===== src/rtl/multicycle_cpu_if.sv =====
// Memory bus between the multicycle CPU (master) and its single-port memory (slave).
// A transfer completes on the rising edge where mem_req and mem_ready are both high.
interface multicycle_cpu_if #(
  parameter int DATA_W = 16
);
  logic              mem_req;
  logic              mem_we;
  logic [7:0]        mem_addr;
  logic [DATA_W-1:0] mem_wdata;
  logic [DATA_W-1:0] mem_rdata;
  logic              mem_ready;

  modport master (
    output mem_req,
    output mem_we,
    output mem_addr,
    output mem_wdata,
    input  mem_rdata,
    input  mem_ready
  );

  modport slave (
    input  mem_req,
    input  mem_we,
    input  mem_addr,
    input  mem_wdata,
    output mem_rdata,
    output mem_ready
  );
endinterface


===== src/rtl/multicycle_cpu.sv =====
// Four-register multicycle CPU: FETCH -> DECODE -> EXEC [-> MEM] over a single
// ready/request memory bus that shares instruction and data space.
module multicycle_cpu #(
  parameter int         DATA_W   = 16,
  parameter logic [7:0] RESET_PC = 8'h00
) (
  input  logic                  clk,
  input  logic                  reset,
  multicycle_cpu_if.master      bus,
  output logic [7:0]            pc,
  output logic                  halted
);

  typedef enum logic [2:0] {
    S_FETCH  = 3'd0,
    S_DECODE = 3'd1,
    S_EXEC   = 3'd2,
    S_MEM    = 3'd3,
    S_HALT   = 3'd4
  } state_t;

  localparam logic [3:0] OP_LOAD  = 4'b0001;
  localparam logic [3:0] OP_STORE = 4'b0010;
  localparam logic [3:0] OP_ADD   = 4'b0011;
  localparam logic [3:0] OP_SUB   = 4'b0100;
  localparam logic [3:0] OP_AND   = 4'b0101;
  localparam logic [3:0] OP_OR    = 4'b0110;
  localparam logic [3:0] OP_XOR   = 4'b0111;
  localparam logic [3:0] OP_LDI   = 4'b1000;
  localparam logic [3:0] OP_JMP   = 4'b1001;
  localparam logic [3:0] OP_BEQ   = 4'b1010;
  localparam logic [3:0] OP_HALT  = 4'b1111;

  state_t            state_q, state_d;
  logic [7:0]        pc_q, pc_d;
  logic [15:0]       ir_q, ir_d;
  logic [DATA_W-1:0] regs_q [4];
  logic [DATA_W-1:0] regs_d [4];

  logic [3:0]        opcode;
  logic [1:0]        rd_idx;
  logic [1:0]        rs_idx;
  logic [7:0]        imm;
  logic [DATA_W-1:0] rd_val;
  logic [DATA_W-1:0] rs_val;
  logic [DATA_W-1:0] alu_res;
  logic              alu_we;
  logic              branch_taken;
  logic              is_mem_op;

  assign opcode    = ir_q[15:12];
  assign rd_idx    = ir_q[11:10];
  assign rs_idx    = ir_q[9:8];
  assign imm       = ir_q[7:0];
  assign rd_val    = regs_q[rd_idx];
  assign rs_val    = regs_q[rs_idx];
  assign is_mem_op = (opcode == OP_LOAD) || (opcode == OP_STORE);

  // ---------------------------------------------------------------- state register
  always_ff @(posedge clk or posedge reset) begin
    if (reset) begin
      state_q <= S_FETCH;
      pc_q    <= RESET_PC;
      ir_q    <= '0;
    end else begin
      state_q <= state_d;
      pc_q    <= pc_d;
      ir_q    <= ir_d;
    end
  end

  generate
    for (genvar gi = 0; gi < 4; gi++) begin : g_regs
      always_ff @(posedge clk or posedge reset) begin
        if (reset) begin
          regs_q[gi] <= '0;
        end else begin
          regs_q[gi] <= regs_d[gi];
        end
      end
    end
  endgenerate

  // ---------------------------------------------------------------- next state
  always_comb begin
    state_d = state_q;
    case (state_q)
      S_FETCH:  if (bus.mem_ready) state_d = S_DECODE;
      S_DECODE: state_d = (opcode == OP_HALT) ? S_HALT : S_EXEC;
      S_EXEC:   state_d = is_mem_op ? S_MEM : S_FETCH;
      S_MEM:    if (bus.mem_ready) state_d = S_FETCH;
      S_HALT:   state_d = S_HALT;
      default:  state_d = S_FETCH;
    endcase
  end

  // ---------------------------------------------------------------- ALU
  always_comb begin
    alu_we  = 1'b1;
    alu_res = rd_val;
    case (opcode)
      OP_ADD:  alu_res = rd_val + rs_val;
      OP_SUB:  alu_res = rd_val - rs_val;
      OP_AND:  alu_res = rd_val & rs_val;
      OP_OR:   alu_res = rd_val | rs_val;
      OP_XOR:  alu_res = rd_val ^ rs_val;
      OP_LDI:  alu_res = DATA_W'(imm);
      default: alu_we  = 1'b0;
    endcase
  end

  assign branch_taken = (opcode == OP_JMP) || ((opcode == OP_BEQ) && (rd_val == rs_val));

  // ---------------------------------------------------------------- datapath updates
  always_comb begin
    pc_d = pc_q;
    ir_d = ir_q;
    for (int i = 0; i < 4; i++) begin
      regs_d[i] = regs_q[i];
    end
    case (state_q)
      S_FETCH: begin
        if (bus.mem_ready) begin
          ir_d = bus.mem_rdata[15:0];
          pc_d = pc_q + 8'd1;
        end
      end
      S_EXEC: begin
        if (alu_we) regs_d[rd_idx] = alu_res;
        // pc already points past this instruction; a taken branch replaces it
        if (branch_taken) pc_d = imm;
      end
      S_MEM: begin
        if (bus.mem_ready && (opcode == OP_LOAD)) regs_d[rd_idx] = bus.mem_rdata;
      end
      default: ;
    endcase
  end

  // ---------------------------------------------------------------- outputs
  // Bus outputs are gated by reset so they read as idle while reset is high,
  // independent of the clock.
  always_comb begin
    bus.mem_req   = 1'b0;
    bus.mem_we    = 1'b0;
    bus.mem_addr  = 8'h00;
    bus.mem_wdata = '0;
    halted        = 1'b0;
    if (!reset) begin
      case (state_q)
        S_FETCH: begin
          bus.mem_req  = 1'b1;
          bus.mem_addr = pc_q;
        end
        S_MEM: begin
          bus.mem_req  = 1'b1;
          bus.mem_addr = imm;
          if (opcode == OP_STORE) begin
            bus.mem_we    = 1'b1;
            bus.mem_wdata = rd_val;
          end
        end
        S_HALT:  halted = 1'b1;
        default: ;
      endcase
    end
  end

  assign pc = pc_q;

  // Request and its qualifiers must not move while the memory is stalling us.
  a_bus_hold: assert property (@(posedge clk) disable iff (reset)
    (bus.mem_req && !bus.mem_ready) |=>
      (bus.mem_req && $stable(bus.mem_we) && $stable(bus.mem_addr) && $stable(bus.mem_wdata)));

  a_wdata_quiet: assert property (@(posedge clk) disable iff (reset)
    !bus.mem_we |-> (bus.mem_wdata == '0));

  a_halt_idle: assert property (@(posedge clk) disable iff (reset)
    halted |-> !bus.mem_req);

endmodule

===== src/flat_wrapper.sv =====
// flat-port wrapper written by rule: the top's interface ports become plain ports
module multicycle_cpu_flat 
#(
  parameter int         DATA_W   = 16,
  parameter logic [7:0] RESET_PC = 8'h00
)
  (clk, reset, pc, halted, bus_mem_req, bus_mem_we, bus_mem_addr, bus_mem_wdata, bus_mem_rdata, bus_mem_ready);
  multicycle_cpu_if #(.DATA_W(DATA_W)) bus_i ();
  input  logic clk;
  input  logic reset;
  output logic [7:0] pc;
  output logic halted;
  output wire logic [$bits(bus_i.mem_req)-1:0] bus_mem_req;
  output wire logic [$bits(bus_i.mem_we)-1:0] bus_mem_we;
  output wire logic [$bits(bus_i.mem_addr)-1:0] bus_mem_addr;
  output wire logic [$bits(bus_i.mem_wdata)-1:0] bus_mem_wdata;
  input wire logic [$bits(bus_i.mem_rdata)-1:0] bus_mem_rdata;
  input wire logic [$bits(bus_i.mem_ready)-1:0] bus_mem_ready;
  assign bus_mem_req = bus_i.mem_req;
  assign bus_mem_we = bus_i.mem_we;
  assign bus_mem_addr = bus_i.mem_addr;
  assign bus_mem_wdata = bus_i.mem_wdata;
  assign bus_i.mem_rdata = bus_mem_rdata;
  assign bus_i.mem_ready = bus_mem_ready;
  multicycle_cpu #(.DATA_W(DATA_W), .RESET_PC(RESET_PC)) u_core (.clk(clk), .reset(reset), .bus(bus_i), .pc(pc), .halted(halted));
endmodule

===== config.mk =====
export PLATFORM = sky130hd
export DESIGN_NAME = multicycle_cpu_flat
export DESIGN_NICKNAME = d
export VERILOG_FILES = /design/src/rtl/multicycle_cpu_if.sv /design/src/rtl/multicycle_cpu.sv /design/src/flat_wrapper.sv
export SDC_FILE = /design/constraint.sdc
export NUM_CORES = 1
export LEC_CHECK = 0
export BUFFER_PORTS_ARGS = -buffer_cell sky130_fd_sc_hd__buf_4
export CAP_MARGIN = 20
export CELL_PAD_IN_SITES_DETAIL_PLACEMENT = 0
export CELL_PAD_IN_SITES_GLOBAL_PLACEMENT = 1
export CORE_MARGIN = 2
export CORE_UTILIZATION = 51
export DETAILED_ROUTE_END_ITERATION = 7
export PLACE_DENSITY_LB_ADDON = 0.12
export SLEW_MARGIN = 20
export SYNTH_ARGS = -nofsm -noshare
export SYNTH_HDL_FRONTEND = slang
export SYNTH_SLANG_ARGS = --single-unit

===== constraint.sdc =====
create_clock -name clk -period 8.9 [get_ports clk]
set_input_delay 0.445 -clock clk [delete_from_list [all_inputs] [get_ports clk]]
set_output_delay 0.445 -clock clk [all_outputs]
set_load 0.02 [all_outputs]

==> results by group <==
Detailed routing
  • Final wirelength: roughly 25,000 um
  • DRC Markers: 0
  • Antenna viol nets, final: 0
  • Iter 0 DRT Violations: 711
  • Via/cell ratio: approximately 6.7
  • Drt pass-1 iters: 8
  • Vias post-DR: between 7,000 and 8,000
  • Wire per inst: roughly 24 um

STA
  • Final setup violating endpoints: 0
  • Final Max Slew Viols: 0
  • Peak Freq: 212 MHz
  • Minimum period implied by the final worst setup slack: 4720 ps
  • Slew @ Worst Pin: 1230 ps
  • Final Cycle Share: 0.530
  • Final Hold Vio Count: 0
  • Final TNS setup: 0 ps
  • RSZ-0062 raised after global routing: false
  • Clock Skew: between 10 and 15 ps
  • Max-Slew Margin vs Limit: 0.172

Synth
  • Post-synthesis cell type count: roughly 70
  • Sequential fraction of the synthesis area: 0.303
  • Primary FF master, synth: dfrtp_1
  • Cell Area, Synth: 7500 sq um
  • Avg Inst Size Synth: ~9 sq um
  • EDFF count, synth: 0
  • Asr flop ratio synth: 1.00
  • Syn Inst Count: roughly 840
  • Register bit total from synthesis: between 90 and 100
  • YS warnings: 0
  • Mapped Nets: around 900

Job
  • Max Cap Viol: 0

Critical path
  • Worst EP required: slightly above 9000 ps
  • CP Class: reg -> reg
  • Crit start category: register
  • Max Fanout on Critical Path: 10
  • Data arrival, critical path: between 4000 and 5000 ps
  • Reg2Reg Setup Slack: between 4000 and 5000 ps
  • Crit path capture type: register

Clocking
  • Hold-fix buffers at CTS: 0
  • Clock buffer depth: 2
  • Post-CTS sizing: 0
  • Htree depth: 3
  • Clock-pin slew on the worst setup and hold paths: 80 ps
  • Number of CTS-inserted buffers: 9
  • Postcts setup bufs: 0
  • Clock sink count: just over 90
  • Clk_lat worst skew: ~370 ps
  • CTS tree: done
  • Root Driver: clkbuf_16

Global routing
  • First-pass GRT wire length: slightly below 40,000 um
  • Overflow after GRT: 0
  • Total track usage: 0.319
  • Largest net degree at the start of global routing: 53
  • Antenna violations before repair: 0
  • Number of global-route vias before repair: approximately 6,700

Finish
  • FF/Latch Area: 2280 sq um
  • # diodes: 0
  • Area of the multi-input gates: roughly 4800 sq um
  • Share of cells above drive strength 1: 0.206
  • Fill cell count: 1,322
  • Nets: between 900 and 1,000
  • Syn-to-layout area delta: 11.4%

Floorplanning
  • Die Height: around 130 um
  • Area of the core: 14,500 sq um
  • # IOs: between 50 and 60
  • Die area: 15,700 sq um
  • Die W: approximately 130 um
  • Initial Utilization: 0.518
  • Row Count: 44

Outcome
  • Outcome: completed

Placement
  • PortBufs: 53
  • Final HPWL DP: between 15,000 and 20,000 um
  • Gpl congestion: around 1.0

Hold path
  • Hold Path Class: in -> reg
## metrics by stage
stage | instance area (sq um) | util | setup WS (ps) | cells | hold slack, ps
floorplan | 7500 | - | 4150 | 835 | 460
global placement | 8050 | 0.556 | 4490 | 1030 | 487
detailed placement | 8050 | 0.556 | 4390 | 1030 | 502
CTS | 8340 | 0.576 | 4360 | 1046 | 285
global route | 8360 | 0.577 | 4080 | 1047 | 297
finish | 8360 | 0.577 | 4180 | 1047 | 288
## critical path: stages, from the launching register on
cell,delay [ps]
dfrtp_1,590
buf_4,260
mux4_2,370
ha_1,260
fa_1,480
o21ba_1,220
or4_4,440
a21oi_1,250
o21ai_0,200
and3_1,220
nor4_1,490
a2bb2oi_1,600
o21ai_1,160
## registers in the layout, summed over array words and instances (netlist names)
| name | cells |
|---|---|
| u_core.pc | 8 |
| u_core.state_q | 3 |
| u_core.ir_q | 16 |
| u_core.regs_q | 64 |
## logic make-up after synthesis
logic type / synth area share
and+or+nand+nor: 0.157
xor gates and xnor gates: 0.00350
DFF: 0.303
muxes: 0.176
AOI/OAI and AO/OA: 0.213
buffers and inverters: 0.0579
adders and majority gates: 0.0887
## metal layers
metal,GRT usage,part of all wire,up-vias
met3,0.0411,0.088,50
met1,0.481,0.44,3461
met4,0.123,0.030,0
li1,-,-,3150
met2,0.471,0.44,355
met5,0,0,-
## path summary, 6_finish.rpt
| kind | start | to | cells past startpoint |
|---|---|---|---|
| worst max-delay path | u_core.ir_q[9] | u_core.regs_q[28] | 12 |
| worst min-delay path | bus_mem_rdata[15] | u_core.ir_q[15] | 3 |
| worst max register to register | u_core.ir_q[9] | u_core.regs_q[28] | 12 |
| worst min register to register | u_core.regs_q[48] | u_core.regs_q[48] | 2 |
| max in group asynchronous | reset | u_core.ir_q[10] | 3 |
| min in group asynchronous | reset | u_core.state_q[0] | 2 |
## Yosys cell counts, types with 5 or more instances
| cell type | instances | area, sq um |
|---|---|---|
| dfrtp_1 | 91 | 2280 |
| nor2_1 | 70 | 263 |
| nand2_1 | 64 | 240 |
| a21oi_1 | 53 | 265 |
| ha_1 | 50 | 626 |
| inv_1 | 50 | 188 |
| clkbuf_1 | 48 | 180 |
| mux2_2 | 46 | 518 |
| o21ai_0 | 42 | 210 |
| mux4_2 | 32 | 721 |
| nor3_1 | 21 | 105 |
| nor4_1 | 21 | 131 |
| a31oi_1 | 20 | 125 |
| nand3_1 | 19 | 95.1 |
| o21ai_1 | 19 | 95.1 |
| a22oi_1 | 13 | 97.6 |
| nor2b_1 | 11 | 68.8 |
| nand2b_1 | 10 | 62.6 |
| buf_2 | 8 | 40.0 |
| and2_1 | 7 | 43.8 |
| o211ai_1 | 7 | 52.6 |
| o22ai_1 | 7 | 43.8 |
| o31ai_1 | 7 | 52.6 |
| buf_1 | 6 | 22.5 |
| mux2i_1 | 6 | 60.1 |
| a211oi_1 | 5 | 37.5 |
| a21o_1 | 5 | 37.5 |
| o22a_1 | 5 | 43.8 |
## final cells by class
type,count,area share
Inverter,51,0.0231
Multi-Input combinational cell,631,0.576
Tap cell,184,0.0275
Timing Repair Buffer,74,0.0674
Sequential cell,91,0.272
Clock inverter,7,0.00718
Clock buffer,9,0.0269
## placed cells by master, fill, tap and decap left out, drive strengths merged, types with 9 or more instances in the layout
cell and instances:
dfrtp 91, buf 74, nor2 70, nand2 64
o21ai 61, inv 54, a21oi 53, ha 50
mux2 48, mux4 32, nor4 21, nor3 21
a31oi 20, nand3 19, a22oi 13, nor2b 11
nand2b 10, clkbuf 9
Power is left out: the tool's default activity adds up to more than one toggle a clock period on the data nets, which glitch-free logic cannot reach.
